[config.mk]
export PLATFORM = sky130hd
export DESIGN_NAME = pc_sequencer
export DESIGN_NICKNAME = d
export VERILOG_FILES = /design/src/rtl/pc_seq_pkg.sv /design/src/rtl/ras_stack.sv /design/src/rtl/pc_sequencer.sv
export SDC_FILE = /design/constraint.sdc
export NUM_CORES = 1
export LEC_CHECK = 0
export ABC_AREA = 0
export CORE_AREA = 10 10 164 166
export CTS_BUF_LIST = sky130_fd_sc_hd__clkbuf_8
export CTS_CLUSTER_SIZE = 30
export DETAILED_ROUTE_END_ITERATION = 12
export DIE_AREA = 0 0 174 176
export SYNTH_ARGS = -nofsm -noshare
export SYNTH_HDL_FRONTEND = slang
export SYNTH_HIERARCHICAL = 1
export SYNTH_SLANG_ARGS = --single-unit
[constraint.sdc]
create_clock -name Clk -period 8.1 [get_ports Clk]
set_input_delay 1.62 -clock Clk [delete_from_list [all_inputs] [get_ports Clk]]
set_output_delay 1.62 -clock Clk [all_outputs]
set_load 0.02 [all_outputs]
[src/rtl/pc_seq_pkg.sv]
// Shared definitions for the program-counter sequencer: next-PC select encoding
// and the branch-offset scaling shift.
package pc_seq_pkg;

  typedef enum logic [2:0] {
    SEL_STEP = 3'd0,
    SEL_BR   = 3'd1,
    SEL_JMP  = 3'd2,
    SEL_CALL = 3'd3,
    SEL_RET  = 3'd4,
    SEL_HOLD = 3'd5
  } next_sel_e;

  // Branch offsets count instructions; shift converts them to a byte offset.
  localparam int unsigned BR_SHIFT = 2;

endpackage

[src/rtl/ras_stack.sv]
// Circular return-address stack. A push when full overwrites the oldest entry;
// pop has priority over push and is ignored while empty.
module ras_stack
  import pc_seq_pkg::*;
#(
  parameter int WIDTH = 32,
  parameter int DEPTH = 4
) (
  input  logic             Clk,
  input  logic             Rst,
  input  logic             push,
  input  logic             pop,
  input  logic [WIDTH-1:0] push_data,
  output logic [WIDTH-1:0] top,
  output logic             empty,
  output logic             full
);

  localparam int PW = $clog2(DEPTH);
  localparam int CW = $clog2(DEPTH + 1);

  logic [WIDTH-1:0] mem_r [DEPTH];
  logic [PW-1:0]    wr_ptr_r;
  logic [CW-1:0]    count_r;
  logic [PW-1:0]    top_ptr_s;

  assign top_ptr_s = wr_ptr_r - PW'(1);
  assign top       = mem_r[top_ptr_s];
  assign empty     = (count_r == {CW{1'b0}});
  assign full      = (count_r == CW'(DEPTH));

  // Write pointer and occupancy; the pointer wraps so a full push drops the oldest entry.
  always_ff @(posedge Clk) begin
    if (Rst) begin
      wr_ptr_r <= {PW{1'b0}};
      count_r  <= {CW{1'b0}};
    end else if (pop && !empty) begin
      wr_ptr_r <= wr_ptr_r - PW'(1);
      count_r  <= count_r - CW'(1);
    end else if (push && !pop) begin
      wr_ptr_r <= wr_ptr_r + PW'(1);
      if (!full) begin
        count_r <= count_r + CW'(1);
      end
    end
  end

  // Entry storage; contents are meaningless once the count is cleared.
  always_ff @(posedge Clk) begin
    if (!Rst && push && !pop) begin
      mem_r[wr_ptr_r] <= push_data;
    end
  end

endmodule

[src/rtl/pc_sequencer.sv]
// Program-counter sequencer: PC register with step/branch/jump/call/return select
// and an internal return-address stack. Optional macro PC_ALIGN_CHECK_EN adds the
// Misaligned output and rejects targets not aligned to STEP.
module pc_sequencer
  import pc_seq_pkg::*;
#(
  parameter int               WIDTH     = 32,
  parameter int unsigned      STEP      = 4,
  parameter logic [WIDTH-1:0] RESET_PC  = {WIDTH{1'b0}},
  parameter int               RAS_DEPTH = 4
) (
  input  logic             Clk,
  input  logic             Rst,
  input  logic             Stall,
  input  logic             BranchTaken,
  input  logic [15:0]      BranchOffset,
  input  logic             Jump,
  input  logic             Call,
  input  logic             Ret,
  input  logic [WIDTH-1:0] JumpTarget,
  output logic [WIDTH-1:0] PC,
  output logic [WIDTH-1:0] PCPlusStep,
  output logic             RasEmpty,
  output logic             RasFull,
  output logic             RasErr
`ifdef PC_ALIGN_CHECK_EN
  ,
  output logic             Misaligned
`endif
);

  next_sel_e        sel_s;
  logic [WIDTH-1:0] pc_r;
  logic [WIDTH-1:0] pc_plus_step_s;
  logic [WIDTH-1:0] br_off_s;
  logic [WIDTH-1:0] br_target_s;
  logic [WIDTH-1:0] next_pc_s;
  logic [WIDTH-1:0] pc_d_s;
  logic [WIDTH-1:0] ras_top_s;
  logic             ras_empty_s;
  logic             ras_full_s;
  logic             push_s;
  logic             pop_s;
  logic             ras_err_s;
  logic             ras_err_r;
  logic             misalign_s;

  assign pc_plus_step_s = pc_r + WIDTH'(STEP);
  assign br_off_s       = WIDTH'($signed(BranchOffset)) << BR_SHIFT;
  assign br_target_s    = pc_plus_step_s + br_off_s;

  // Request priority: Stall > Ret > Call > Jump > BranchTaken > step.
  always_comb begin
    sel_s = SEL_STEP;
    if (Stall) begin
      sel_s = SEL_HOLD;
    end else if (Ret) begin
      sel_s = SEL_RET;
    end else if (Call) begin
      sel_s = SEL_CALL;
    end else if (Jump) begin
      sel_s = SEL_JMP;
    end else if (BranchTaken) begin
      sel_s = SEL_BR;
    end else begin
      sel_s = SEL_STEP;
    end
  end

  // Candidate next PC and the stack operation it implies.
  always_comb begin
    next_pc_s = pc_plus_step_s;
    push_s    = 1'b0;
    pop_s     = 1'b0;
    ras_err_s = 1'b0;
    case (sel_s)
      SEL_HOLD: next_pc_s = pc_r;
      SEL_RET: begin
        if (ras_empty_s) begin
          ras_err_s = 1'b1;
        end else begin
          next_pc_s = ras_top_s;
          pop_s     = 1'b1;
        end
      end
      SEL_CALL: begin
        next_pc_s = JumpTarget;
        push_s    = 1'b1;
      end
      SEL_JMP:  next_pc_s = JumpTarget;
      SEL_BR:   next_pc_s = br_target_s;
      SEL_STEP: next_pc_s = pc_plus_step_s;
      default:  next_pc_s = pc_plus_step_s;
    endcase
  end

`ifdef PC_ALIGN_CHECK_EN
  logic misaligned_r;

  // Only redirect targets are checked; a plain step (including Ret on empty) never is.
  always_comb begin
    misalign_s = 1'b0;
    if ((sel_s == SEL_JMP) || (sel_s == SEL_CALL) || (sel_s == SEL_BR) ||
        ((sel_s == SEL_RET) && !ras_empty_s)) begin
      misalign_s = ((next_pc_s & WIDTH'(STEP - 1)) != {WIDTH{1'b0}});
    end else begin
      misalign_s = 1'b0;
    end
  end

  // Misaligned pulse register.
  always_ff @(posedge Clk) begin
    if (Rst) begin
      misaligned_r <= 1'b0;
    end else begin
      misaligned_r <= misalign_s;
    end
  end

  assign Misaligned = misaligned_r;
`else
  assign misalign_s = 1'b0;
`endif

  assign pc_d_s = misalign_s ? pc_r : next_pc_s;

  // PC register and return-on-empty error pulse.
  always_ff @(posedge Clk) begin
    if (Rst) begin
      pc_r      <= RESET_PC;
      ras_err_r <= 1'b0;
    end else begin
      pc_r      <= pc_d_s;
      ras_err_r <= ras_err_s;
    end
  end

  ras_stack #(
    .WIDTH (WIDTH),
    .DEPTH (RAS_DEPTH)
  ) u_ras (
    .Clk       (Clk),
    .Rst       (Rst),
    .push      (push_s && !misalign_s),
    .pop       (pop_s && !misalign_s),
    .push_data (pc_plus_step_s),
    .top       (ras_top_s),
    .empty     (ras_empty_s),
    .full      (ras_full_s)
  );

  assign PC         = pc_r;
  assign PCPlusStep = pc_plus_step_s;
  assign RasEmpty   = ras_empty_s;
  assign RasFull    = ras_full_s;
  assign RasErr     = ras_err_r;

endmodule
==> flow_summary_export.csv <==
group,metric,value,unit
run_status,status,"completed",
power,power_switching_share,31.9,%
synth,synth-main-ff-cell,"edfxtp_1",
synth,synth-edff-count,128,
floorplan,core-area,0.0238,mm^2
finish,drive_gt1_share,12.7,%
power,seqPwrFrac,47.5,%
power,p_leak,3.88,nW
timing,fin_skew,0.0108,ns
worst_setup_path,cp-end-kind,"output pin",
timing,tightest_slew,0.986,ns
synth,yosys_warnings,6,
placement,dpl_cell_area,0.0107,mm^2
clocking,path_clk_slew,0.10,ns
clocking,cts.path.max_buffers,2,
synth,syn_area,0.00925,mm^2
routing,wl,25800,um
floorplan,die_h,176,um
clocking,ctsHtreeMaxLevel,4,
power,p_int,1.40,mW
worst_setup_path,critical-path-max-stage-delay,0.70,ns
hold_path,worstHoldStart,"PC[6]",
worst_setup_path,worst_r2r_path_depth,14,
power,clock_power_share,27.2,%
timing,hold_violations,0,
floorplan,start_util,38.8,%
global_routing,grt_max_degree,67,
power,comb_power_share,25.3,%
finish,stdcell_area,0.0111,mm^2
clocking,cts.repair.resized,0,
timing,rsz0062_at_grt,"false",
worst_setup_path,critPathKind,"reg -> out",
synth,synthXorXnorAreaFrac,4.90,%
floorplan,ios,122,
synth,yosys.area_share.simple,11.4,%
synth,muxShareOfSynthArea,8.19,%
timing,min_period,5.07,ns
power,vdd_ir_drop_max,0.0866,mV
clocking,cts_buffers,17,
routing,drt_iter0_drc,516,
timing,min_period_over_period,62.6,%
worst_setup_path,reg2reg_from,"PC[2]",
worst_setup_path,crit_family,"simple AND/OR/NAND/NOR gates",
placement,placed_cells,1159,
synth,synth_fa_ha_area_share,5.58,%
synth,synth_top_family_by_area,"compound AO/OA/AOI/OAI gates",
timing,fmax,0.197,GHz
clocking,post_cts_buffers,0,
hold_path,hold_depth,2,
worst_setup_path,critPathBufInv,1,
floorplan,row_count,57,
power,power.total,2.05,mW
routing,wl_per_cell,21.7,um
routing,num_vias,6732,
finish,final_core_util,46.5,%
global_routing,antenna_found_initial,0,
global_routing,grt_usage,16.5,%
floorplan,die_w,174,um
finish,fill_cells,2219,
floorplan,die_area,0.0306,mm^2
global_routing,grt_pass1_vias,6798,
power,p_sw,0.655,mW
synth,ys_ff_latch,166,
clocking,clockRootBuffer,"clkbuf_8",
synth,synth_fp_nets,841,
finish,finalNonFillerCells,1192,
routing,drtPass1Iterations,5,
placement,portBuffers,121,
timing,drv_slew,0,
worst_setup_path,crit_fanout,6,
finish,nets,949,
global_routing,grt_pass1_wl,39500,um
power,power.density,185,mW/mm^2
synth,synth_cell_types,79,
global_routing,globalRouteOverflowTotal,0,
clocking,clock_latency,0.47,ns
worst_setup_path,ff2ff_setup_slack,4.08,ns
timing,max_slew_margin,34.2,%
worst_setup_path,cp.required,6.48,ns
routing,drcViolationCount,0,
clocking,cts.sinks,166,
synth,synth_compound_area_share,16.6,%
worst_setup_path,cp_slowest_cell,"clkdlybuf4s50_1",
synth,synth_area_per_cell,12.4,um^2
clocking,cts_tree,"done",
placement,place_congestion,0.855,
worst_setup_path,worstPathArrival,3.45,ns
worst_setup_path,start_kind,"flip-flop",
worst_setup_path,timing.rr.end,"PC[23]",
synth,seq_area_frac_synth,49.8,%
synth,synth_cells,746,
finish,syn_to_final_growth,19.9,%
synth,postSynth.asyncResetShare,0,%
flow_run,maxCapViolCount,0,
clocking,cts_hold_buf,0,
placement,place_hpwl,17500,um
routing,final_antenna_net_count,0,
hold_path,holdPathEnd,"PC[6]",
routing,via_per_inst,5.65,
timing,setup_tns,0,ns
hold_path,hp-class,"reg -> reg",
worst_setup_path,crit_chain,"and4_1, nand3_2, nor4_2, nand4_1, xnor2_1, clkdlybuf4s50_1",
timing,setup_viol,0,
## worst reg2reg max path, cell delays in order (launching register included)
cell      delay, ns
dfxtp_1        0.49
ha_1           0.36
nand3_4        0.20
nor2_1         0.32
nand2_1        0.11
xnor2_1        0.54
ha_1           0.42
a21oi_1        0.19
o21ai_0        0.14
nor2_1         0.10
a31oi_1        0.15
a211oi_1       0.38
xnor2_1        0.15
a221oi_1       0.28
nor3_1         0.08
## sequential cells by signal, indices dropped and copies added, names as in the netlist
name,count
PC,32
RasErr,1
u_ras/count_r,3
u_ras/mem_r,128
u_ras/wr_ptr_r,2
## layer usage
metal  part of all wire [%]  vias to the layer above  track usage (%)
li1                       -                     3174                -
met1                     43                     3378             20.4
met2                     50                      158             28.6
met3                    5.5                       22             3.80
met4                    1.3                        0             4.60
met5                      0                        -                0
## cell usage after synthesis, types with 5 or more instances
library cell | n | area [um^2]
xor2_1 | 13 | 114
dfxtp_1 | 38 | 761
a22oi_1 | 6 | 45.0
and2_1 | 6 | 37.5
clkbuf_1 | 24 | 90.1
inv_1 | 26 | 97.6
mux4_2 | 32 | 721
nor2_1 | 29 | 109
a31oi_1 | 7 | 43.8
nor3_1 | 26 | 130
ha_1 | 38 | 475
nand3_1 | 21 | 105
a21oi_1 | 46 | 230
edfxtp_1 | 128 | 3840
buf_6 | 6 | 67.6
and4_1 | 5 | 43.8
xnor2_1 | 35 | 307
and3_1 | 6 | 37.5
nor2b_1 | 13 | 81.3
buf_2 | 7 | 35.0
nand2_1 | 31 | 116
a21o_1 | 29 | 218
nand2b_1 | 5 | 31.3
nand4_1 | 9 | 56.3
a221o_1 | 23 | 230
o21ai_0 | 16 | 80.1
a221oi_1 | 30 | 263
a211oi_1 | 7 | 52.6
## worst max-delay path by stage
| stage | from | slack (ns) | endpoint | cells past startpoint |
|---|---|---|---|---|
| floorplan | PC[4] | 4.28 | PC[30] | 14 |
| global placement | BranchOffset[15] | 3.48 | PC[29] | 10 |
| detailed placement | BranchOffset[15] | 3.39 | PC[29] | 10 |
| CTS | PC[4] | 3.01 | PCPlusStep[27] | 6 |
| global route | PC[9] | 2.71 | PCPlusStep[27] | 6 |
| finish | PC[9] | 3.03 | PCPlusStep[29] | 6 |
## power by group through the flow
| stage | Combinational (mW) | Sequential, mW | Clock (mW) |
|---|---|---|---|
| after floorplan | 0.330 | 1.00 | 0 |
| after global placement | 0.515 | 0.995 | 0 |
| after detailed placement | 0.519 | 0.994 | 0 |
| after CTS | 0.520 | 0.975 | 0.574 |
| after global routing | 0.565 | 0.979 | 0.610 |
| final | 0.520 | 0.975 | 0.558 |
## cells by family (layout without fill, tap and decap cells)
family	Yosys count	count (layout)
xor+xnor	50	50
buf+inv	69	190
fa+ha+maj	40	40
other cells	0	1
mux	35	35
flops	166	166
simple gates	183	183
compound gates	203	203
## final cells by class
class,count,area (um^2),area share [%]
Multi-Input combinational cell,511,4340,39.1
Clock buffer,17,234,2.11
Tap cell,324,405,3.66
Antenna cell,1,2.50,0.0226
Timing Repair Buffer,131,1280,11.5
Clock inverter,15,121,1.09
Inverter,27,101,0.914
Sequential cell,166,4610,41.6
## metrics by stage
step	setup WS, ns	hold WS (ns)
global route	2.71	0.589
detailed placement	3.39	0.535
global placement	3.48	0.535
CTS	3.01	0.549
finish	3.03	0.547
floorplan	4.28	0.566
## cell usage in the layout (no fill, tap or decap), types with 29 or more instances in the layout
cell and instances:
edfxtp_1 128, clkdlybuf4s50_1 119, a21oi_1 46, ha_1 38
dfxtp_1 37, xnor2_1 35, mux4_2 32, nand2_1 31
a221oi_1 30, nor2_1 29, a21o_1 29
No activity file was read; power rests on OpenSTA's default activity.
